`src/rtl/readout_rx_seq_ctrl.sv`:
```
// Readout RX instruction sequencer: fetches from a synchronous-read instruction memory,
// decodes NOP/WAIT/MEAS/LOOP/JUMP/HALT and drives the PC register load interface.
module readout_rx_seq_ctrl #(
   parameter int unsigned PC_WIDTH   = 11,
   parameter int unsigned INST_WIDTH = 32
) (
   input  logic                  clk,
   input  logic                  rst,
   input  logic                  start,
   input  logic [PC_WIDTH-1:0]   start_pc,
   input  logic                  abort,
   input  logic [PC_WIDTH-1:0]   PC,
   input  logic [INST_WIDTH-1:0] inst_rdata,
   output logic                  update_pc,
   output logic [PC_WIDTH-1:0]   next_PC,
   output logic                  meas_valid,
   input  logic                  meas_ready,
   output logic [7:0]            meas_tag,
   output logic                  busy,
   output logic                  done,
   output logic                  error
);

   typedef enum logic [2:0] {
      S_IDLE,
      S_FETCH,
      S_EXEC,
      S_WAIT,
      S_MEAS,
      S_DONE
   } state_e;

   typedef enum logic [3:0] {
      OP_NOP  = 4'd0,
      OP_WAIT = 4'd1,
      OP_MEAS = 4'd2,
      OP_LOOP = 4'd3,
      OP_JUMP = 4'd4,
      OP_HALT = 4'd5
   } opcode_e;

   state_e              state_q, state_d;
   logic [15:0]         wcnt_q, wcnt_d;
   logic [15:0]         loop_cnt_q, loop_cnt_d;
   logic                loop_active_q, loop_active_d;
   logic                meas_valid_q, meas_valid_d;
   logic [7:0]          meas_tag_q, meas_tag_d;
   logic                busy_q, busy_d;
   logic                done_q, done_d;
   logic                error_q, error_d;

   logic [3:0]          opcode;
   logic [PC_WIDTH-1:0] target;
   logic [15:0]         imm;
   logic [PC_WIDTH-1:0] pc_inc;
   logic                loop_take;
   logic                unused_inst;

   assign opcode      = inst_rdata[31:28];
   assign target      = inst_rdata[16+PC_WIDTH-1:16];
   assign imm         = inst_rdata[15:0];
   assign pc_inc      = PC + PC_WIDTH'(1);
   assign unused_inst = ^inst_rdata;

   // A fresh LOOP jumps when imm is non-zero; an armed LOOP jumps while the shared count remains.
   assign loop_take = loop_active_q ? (loop_cnt_q != '0) : (imm != '0);

   always_ff @(posedge clk) begin
      if (rst) begin
         state_q       <= S_IDLE;
         wcnt_q        <= '0;
         loop_cnt_q    <= '0;
         loop_active_q <= 1'b0;
         meas_valid_q  <= 1'b0;
         meas_tag_q    <= '0;
         busy_q        <= 1'b0;
         done_q        <= 1'b0;
         error_q       <= 1'b0;
      end else begin
         state_q       <= state_d;
         wcnt_q        <= wcnt_d;
         loop_cnt_q    <= loop_cnt_d;
         loop_active_q <= loop_active_d;
         meas_valid_q  <= meas_valid_d;
         meas_tag_q    <= meas_tag_d;
         busy_q        <= busy_d;
         done_q        <= done_d;
         error_q       <= error_d;
      end
   end

   always_comb begin
      state_d       = state_q;
      wcnt_d        = wcnt_q;
      loop_cnt_d    = loop_cnt_q;
      loop_active_d = loop_active_q;
      meas_valid_d  = meas_valid_q;
      meas_tag_d    = meas_tag_q;
      error_d       = error_q;
      case (state_q)
         S_IDLE: begin
            if (start) begin
               loop_active_d = 1'b0;
               state_d       = S_FETCH;
            end
         end
         S_FETCH: state_d = S_EXEC;
         S_EXEC: begin
            case (opcode)
               OP_NOP:  state_d = S_FETCH;
               OP_WAIT: begin
                  if (imm == '0) begin
                     state_d = S_FETCH;
                  end else begin
                     wcnt_d  = imm - 16'd1;
                     state_d = S_WAIT;
                  end
               end
               OP_MEAS: begin
                  meas_valid_d = 1'b1;
                  meas_tag_d   = imm[7:0];
                  state_d      = S_MEAS;
               end
               OP_LOOP: begin
                  state_d = S_FETCH;
                  if (!loop_active_q) begin
                     if (imm != '0) begin
                        loop_cnt_d    = imm - 16'd1;
                        loop_active_d = 1'b1;
                     end
                  end else if (loop_cnt_q == '0) begin
                     loop_active_d = 1'b0;
                  end else begin
                     loop_cnt_d = loop_cnt_q - 16'd1;
                  end
               end
               OP_JUMP: state_d = S_FETCH;
               OP_HALT: state_d = S_DONE;
               default: begin
                  error_d = 1'b1;
                  state_d = S_DONE;
               end
            endcase
         end
         S_WAIT: begin
            if (wcnt_q == '0) begin
               state_d = S_FETCH;
            end else begin
               wcnt_d = wcnt_q - 16'd1;
            end
         end
         S_MEAS: begin
            if (meas_ready) begin
               meas_valid_d = 1'b0;
               state_d      = S_FETCH;
            end
         end
         S_DONE: begin
            if (start) begin
               error_d       = 1'b0;
               loop_active_d = 1'b0;
               state_d       = S_FETCH;
            end
         end
         default: state_d = S_IDLE;
      endcase
      // Abort discards every decision above, including a tag captured in the same cycle.
      if (abort) begin
         state_d       = S_IDLE;
         meas_valid_d  = 1'b0;
         meas_tag_d    = meas_tag_q;
         loop_active_d = 1'b0;
         error_d       = 1'b0;
      end
      busy_d = (state_d == S_FETCH) || (state_d == S_EXEC) ||
               (state_d == S_WAIT)  || (state_d == S_MEAS);
      done_d = (state_d == S_DONE);
   end

   always_comb begin
      update_pc = 1'b0;
      next_PC   = '0;
      case (state_q)
         S_IDLE, S_DONE: begin
            if (start) begin
               update_pc = 1'b1;
               next_PC   = start_pc;
            end
         end
         S_EXEC: begin
            case (opcode)
               OP_NOP: begin
                  update_pc = 1'b1;
                  next_PC   = pc_inc;
               end
               OP_WAIT: begin
                  if (imm == '0) begin
                     update_pc = 1'b1;
                     next_PC   = pc_inc;
                  end
               end
               OP_LOOP: begin
                  update_pc = 1'b1;
                  next_PC   = loop_take ? target : pc_inc;
               end
               OP_JUMP: begin
                  update_pc = 1'b1;
                  next_PC   = target;
               end
               default: ;
            endcase
         end
         S_WAIT: begin
            if (wcnt_q == '0) begin
               update_pc = 1'b1;
               next_PC   = pc_inc;
            end
         end
         S_MEAS: begin
            if (meas_ready) begin
               update_pc = 1'b1;
               next_PC   = pc_inc;
            end
         end
         default: ;
      endcase
      if (abort) begin
         update_pc = 1'b0;
         next_PC   = '0;
      end
   end

   assign meas_valid = meas_valid_q;
   assign meas_tag   = meas_tag_q;
   assign busy       = busy_q;
   assign done       = done_q;
   assign error      = error_q;

endmodule
```
`config.mk`:
```
export PLATFORM = sky130hd
export DESIGN_NAME = readout_rx_seq_ctrl
export DESIGN_NICKNAME = d
export VERILOG_FILES = /design/src/rtl/readout_rx_seq_ctrl.sv
export SDC_FILE = /design/constraint.sdc
export NUM_CORES = 1
export LEC_CHECK = 0
export BUFFER_PORTS_ARGS = -buffer_cell sky130_fd_sc_hd__buf_2
export CAP_MARGIN = 20
export CORE_MARGIN = 2
export CORE_UTILIZATION = 30
export DETAILED_ROUTE_END_ITERATION = 8
export PLACE_DENSITY_LB_ADDON = 0.15
export REMOVE_ABC_BUFFERS = 1
export SLEW_MARGIN = 30
export SYNTH_ARGS = -nofsm -noshare
export SYNTH_HDL_FRONTEND = slang
export SYNTH_SLANG_ARGS = --single-unit
```
`constraint.sdc`:
```
create_clock -name clk -period 3.37 [get_ports clk]
set_clock_uncertainty 0.15 [all_clocks]
set_input_delay 0.674 -clock clk [delete_from_list [all_inputs] [get_ports clk]]
set_output_delay 0.674 -clock clk [all_outputs]
set_load 0.03 [all_outputs]
```
# After elaboration in Yosys (flattened, before gate mapping)
# Index checks and enable logic that the tools add are counted.
# word_totals
reg_bits,48
inputBits,59
word_cells,105
output_inout_bits,24
# op_classes
reduce_logical,25
addsub,4
bitwise_logic,1
eq_ne,25
muxes,41
# op_table
op,count
$mux W16,6
$pmux W11 S4,2
$mux W11,6
$logic_not A16 Y1,3
$sub A16 B1 Y16 const B,3
$pmux W16 S2,1
$reduce_bool A16 Y1,2
$pmux W3 S5,1
$mux W1,14
$ne A2 B2 Y1 const B,7
$eq A3 B2 Y1 const B,4
$eq A3 B3 Y1 const B,4
$mux W3,4
$reduce_and A3 Y1,4
$add A11 B1 Y11 const B,1
$reduce_bool A2 Y1,5
$pmux W3 S3,1
$eq A4 B2 Y1 const B,2
$eq A4 B3 Y1 const B,2
$pmux W1 S2,4
$reduce_and A4 Y1,2
$eq A3 B1 Y1 const B,2
$ne A2 B1 Y1 const B,3
$reduce_or A6 Y1,1
other kinds (9),12

# Logic depth before layout (Yosys ltp)
# depth
word_depth,9
ltp_mapped,10
depth_no_buf,8

# Worst setup path after synthesis
# No wires, ideal clock.
# synth_timing
kind,input -> output
start,input port inst_rdata[0]
end,output port next_PC[0]
cell_stages,10
t_required_ps,2546
t_arrival_ps,2553
slack_ps,-7
cell_sequence,inv_1 > ha_1 > nor4b_1 > and4_1 > buf_2 > o21a_1 > o21ai_1 > o21a_1 > buf_2 > o221ai_1
# synth_via
elab_chain_len,6
word_cells_on_any_way,8
classes_between,mux (6); reduce/logical (2)
# synth_rtl
item,line_no,rtl
"start, declared",13,"input logic [INST_WIDTH-1:0] inst_rdata,"
$reduce_bool A16 Y1,66,assign loop_take = loop_active_q ? (loop_cnt_q != '0) : (imm != '0);
$mux W1,66,
$mux W11,204,next_PC = loop_take ? target : pc_inc;
$pmux W11 S4 (*),191,case (opcode)
$pmux W11 S4 (*),183,case (state_q)
$mux W11 (*),227,if (abort) begin
"end, declared",15,"output logic [PC_WIDTH-1:0] next_PC,"
# Every way passes the cells marked *; elsewhere a longest branch is shown, timed or not.

# Final worst setup path
# layout_timing
start,input port inst_rdata[0]
end,output port next_PC[5]
# The elaborated chain is that of the path after synthesis.

==> results_tabular.tex <==
\begin{tabular}{lr}
\hline
Metric & Value \\
\hline
\multicolumn{2}{l}{\textbf{Hold path}} \\
\quad Path class of the lowest-slack min-delay path & flip-flop to flip-flop \\
\multicolumn{2}{l}{\textbf{Route}} \\
\quad Number of vias after detailed routing & 3946 \\
\quad Total routed wire length on the met1 layer & 5.36 mm \\
\quad Wire length on met2 & 4.96 mm \\
\quad Number of DRC violations after detailed-routing iteration 0 & 221 \\
\quad Total iterations of the first detailed-routing run & 4 \\
\quad Vias per cell & 5.38 \\
\quad Met3 routed wirelength & 640 um \\
\quad Total detailed-routing wirelength & 11.1 mm \\
\quad Wire length per cell & 15.1 um \\
\quad Remaining design rule violation count & 0 \\
\quad Top layer reached by signal wires & met4 \\
\quad Number of nets with antenna violations after detailed routing & 0 \\
\multicolumn{2}{l}{\textbf{Status}} \\
\quad Run status & finished clean \\
\multicolumn{2}{l}{\textbf{Floorplanning}} \\
\quad Die Y-Extent & 112 um \\
\quad Core Area & 0.0114 mm\^{}2 \\
\quad Core Rows & 39 \\
\quad Die boundary width & 112 um \\
\quad Starting utilization of the core area & 0.308 \\
\quad Count of boundary I/O pins & 83 \\
\quad Die Footprint & 0.0126 mm\^{}2 \\
\multicolumn{2}{l}{\textbf{Clock network}} \\
\quad Total of hold buffers inserted after clock tree synthesis & 0 \\
\quad Number of clock buffers inserted by TritonCTS & 5 \\
\quad Clock transition at path regs & 0.07 ns \\
\quad Clk\_lat worst skew & 0.29 ns \\
\quad Worst-case clock buffer depth & 2 \\
\quad Clock root buffer master & sky130\_fd\_sc\_hd\_\_clkbuf\_16 \\
\quad Clock Sink Count & 48 \\
\quad CTS H-Tree Depth & 2 \\
\quad TritonCTS clock tree & yes \\
\multicolumn{2}{l}{\textbf{Setup path}} \\
\quad Endpoint type of the worst setup path & output port \\
\quad Category of the most critical setup path & input port to output port \\
\quad Data required time of the critical path & 2.55 ns \\
\quad Startpoint type of the worst setup path & input port \\
\quad Data arrival time at the worst-slack endpoint & 2.41 ns \\
\quad Max Fanout on Critical Path & 10 \\
\multicolumn{2}{l}{\textbf{Placement}} \\
\quad Port Buffer Count & 81 \\
\quad Half-perimeter wire length after placement & 8.32 mm \\
\quad Routability congestion estimate & 0.855 \\
\quad Post-DP Area & 0.00419 mm\^{}2 \\
\multicolumn{2}{l}{\textbf{Synthesis}} \\
\quad Synth area leaders & sky130\_fd\_sc\_hd\_\_dfxtp\_1, sky130\_fd\_sc\_hd\_\_a21oi\_1, sky130\_fd\_sc\_hd\_\_nand2\_1 \\
\quad Synthesis-stage register bit count & 48 \\
\quad Synthesized area divided by synthesized cell count & 7.05 um\^{}2 \\
\quad Number of synthesized flops with an enable pin & 0 \\
\quad Count of cell types in the netlist & 63 \\
\quad Cell area after technology mapping & 0.00352 mm\^{}2 \\
\quad Top cell type by total area after synthesis & sky130\_fd\_sc\_hd\_\_dfxtp\_1 \\
\quad Share of flip-flops with an asynchronous set or reset & 0 \\
\quad Share of the synthesized area in the top cell type & 0.273 \\
\quad Fraction of the yosys area taken by sequential cells & 0.273 \\
\quad Cell count after synthesis & 499 \\
\quad Most frequently used flop master after synthesis & sky130\_fd\_sc\_hd\_\_dfxtp\_1 \\
\quad Yosys synthesis warning count & 0 \\
\multicolumn{2}{l}{\textbf{Pwr}} \\
\quad Power share of the combinational group & 0.140 \\
\quad Switching part of the total & 0.250 \\
\quad Power share of the sequential group & 0.413 \\
\quad Worst vdd ir & 0.193 mV \\
\quad Total power of the final layout & 0.00138 W \\
\quad Standby leakage power & 1.78 nW \\
\quad P\_int & 0.00104 W \\
\quad Share of total power in the clock network & 0.447 \\
\quad Ratio of total power to cell area & 314 mW/mm\^{}2 \\
\quad Sw power & 0.000345 W \\
\multicolumn{2}{l}{\textbf{Timing}} \\
\quad Total count of max-transition violations in the final report & 0 \\
\quad Max Clk Rate & 310 MHz \\
\quad Period minus WS final & 3.23 ns \\
\quad Fin crit share & 0.958 \\
\quad Slew margin rel. & 0.495 \\
\quad Sum of negative setup slack & 0 ns \\
\quad Final setup vio count & 0 \\
\quad Worst Max-Slew Pin Slew & 0.750 ns \\
\quad Hold violation total from the final report & 0 \\
\quad Final hold slack & 0.309 ns \\
\multicolumn{2}{l}{\textbf{Cells and area}} \\
\quad Most used cells in the layout excluding fill and tap cells & sky130\_fd\_sc\_hd\_\_buf\_2, sky130\_fd\_sc\_hd\_\_nand2\_1, sky130\_fd\_sc\_hd\_\_a21oi\_1 \\
\quad Net count reported at finish & 655 \\
\quad Area Overhead vs Synth & 25.3\% \\
\quad Number of antenna cells inserted & 0 \\
\quad Fraction of layout instances using a drive strength above 1 & 0.227 \\
\quad Leading cell type in the layout, fill and taps excluded & sky130\_fd\_sc\_hd\_\_buf\_2 \\
\quad Fin area & 0.00440 mm\^{}2 \\
\multicolumn{2}{l}{\textbf{Global routing}} \\
\quad Total routing resource utilization after global routing & 0.177 \\
\quad Pin count of the biggest net entering global routing & 33 \\
\quad Via count of the first global-routing pass & 3772 \\
\quad First-pass GRT wire length & 18.4 mm \\
\quad Total congestion overflow & 0 \\
\quad Antenna violations before repair & 0 \\
\multicolumn{2}{l}{\textbf{Job}} \\
\quad Max Cap Violations & 0 \\
\hline
\end{tabular}
==> worst paths after layout <==
path | startpoint | to | slack (ns) | depth (start not counted)
worst min register to register | meas_valid | meas_valid | 0.31 | 2
worst max-delay path | inst_rdata[0] | next_PC[5] | 0.14 | 10
worst min-delay path | meas_valid | meas_valid | 0.31 | 2
worst max register to register | state_q[1] | wcnt_q[0] | 0.76 | 6
==> critical path, cell delays in order <==
cell,delay [ns]
sky130_fd_sc_hd__buf_2,0.12
sky130_fd_sc_hd__inv_1,0.07
sky130_fd_sc_hd__ha_1,0.19
sky130_fd_sc_hd__nor4b_4,0.22
sky130_fd_sc_hd__and4_4,0.29
sky130_fd_sc_hd__o21a_1,0.12
sky130_fd_sc_hd__o21ai_1,0.09
sky130_fd_sc_hd__o21a_2,0.21
sky130_fd_sc_hd__o221ai_1,0.20
sky130_fd_sc_hd__buf_2,0.23
==> cell type report <==
cell class,count,area [um^2]
multi-input combinational,397,2350
inverter,26,97.6
fill,1221,7010
clock inverter,1,30.0
tap,143,179
sequential,48,961
timing repair buffer,111,633
clock buffer,7,153
==> layer usage <==
metal	vias to the layer above	track usage
met4	0	0.0374
met5	-	0
met2	119	0.283
met1	1844	0.250
li1	1972	-
met3	11	0.0297
==> stage by stage <==
stage,utilization,instances,setup WS (ns)
finish,0.386,733,0.140
global route,0.386,733,-0.00320
CTS,0.383,732,0.0392
detailed placement,0.367,724,-0.0280
global placement,0.367,724,0.0334
floorplan,-,471,-0.231
==> power by group through the flow <==
stage	Combinational [W]	Clock, W	Sequential [W]
2_1_floorplan	0.0000877	0	0.000586
3_3_place_gp	0.000188	0	0.000585
3_5_place_dp	0.000190	0	0.000585
4_1_cts	0.000191	0.000633	0.000572
5_1_grt	0.000213	0.000654	0.000572
6_report	0.000193	0.000618	0.000572
==> Yosys cell counts, types with 2 or more instances <==
master and n:
sky130_fd_sc_hd__o22ai_1 7, sky130_fd_sc_hd__or4_1 2, sky130_fd_sc_hd__buf_6 2, sky130_fd_sc_hd__nor3b_1 3, sky130_fd_sc_hd__nor4b_1 3, sky130_fd_sc_hd__o21a_1 3
sky130_fd_sc_hd__o211ai_1 3, sky130_fd_sc_hd__nor2_2 2, sky130_fd_sc_hd__nor4_1 9, sky130_fd_sc_hd__nand4b_1 2, sky130_fd_sc_hd__and4_1 4, sky130_fd_sc_hd__clkbuf_1 18
sky130_fd_sc_hd__nand2b_1 3, sky130_fd_sc_hd__nor3_1 21, sky130_fd_sc_hd__nand2_1 63, sky130_fd_sc_hd__and2_1 3, sky130_fd_sc_hd__nor2b_1 5, sky130_fd_sc_hd__xnor2_1 11
sky130_fd_sc_hd__and3_1 3, sky130_fd_sc_hd__nand4_1 10, sky130_fd_sc_hd__nor2_1 45, sky130_fd_sc_hd__nand3_1 22, sky130_fd_sc_hd__inv_1 25, sky130_fd_sc_hd__dfxtp_1 48
sky130_fd_sc_hd__mux2i_1 8, sky130_fd_sc_hd__o21ai_1 2, sky130_fd_sc_hd__o21ai_0 39, sky130_fd_sc_hd__ha_1 7, sky130_fd_sc_hd__a21o_1 2, sky130_fd_sc_hd__a21oi_1 53
sky130_fd_sc_hd__o32ai_1 3, sky130_fd_sc_hd__xor2_1 14, sky130_fd_sc_hd__a32o_1 2, sky130_fd_sc_hd__o221ai_1 11, sky130_fd_sc_hd__a31oi_1 4, sky130_fd_sc_hd__nand3b_1 5
sky130_fd_sc_hd__buf_2 6
==> state kept, by name (all words and copies together), names as in the netlist <==
register       count
busy               1
done               1
error              1
loop_active_q      1
loop_cnt_q        16
meas_tag           8
meas_valid         1
state_q            3
wcnt_q            16
==> kinds of logic after synthesis <==
kind of cell | after synthesis | share of synthesized area
fa+ha+maj | 7 | 0.0249
xor+xnor | 25 | 0.0623
simple gates | 217 | 0.313
buf+inv | 54 | 0.0651
flops | 48 | 0.273
compound gates | 140 | 0.238
mux | 8 | 0.0228
==> timing repair <==
action / in CTS / in global routing
pin swaps: 0 / 2
setup endpoints to repair: 11 / 12
resized for setup: 1 / 6
setup buffers: 0 / 1
(Power assumes the default switching activity.)
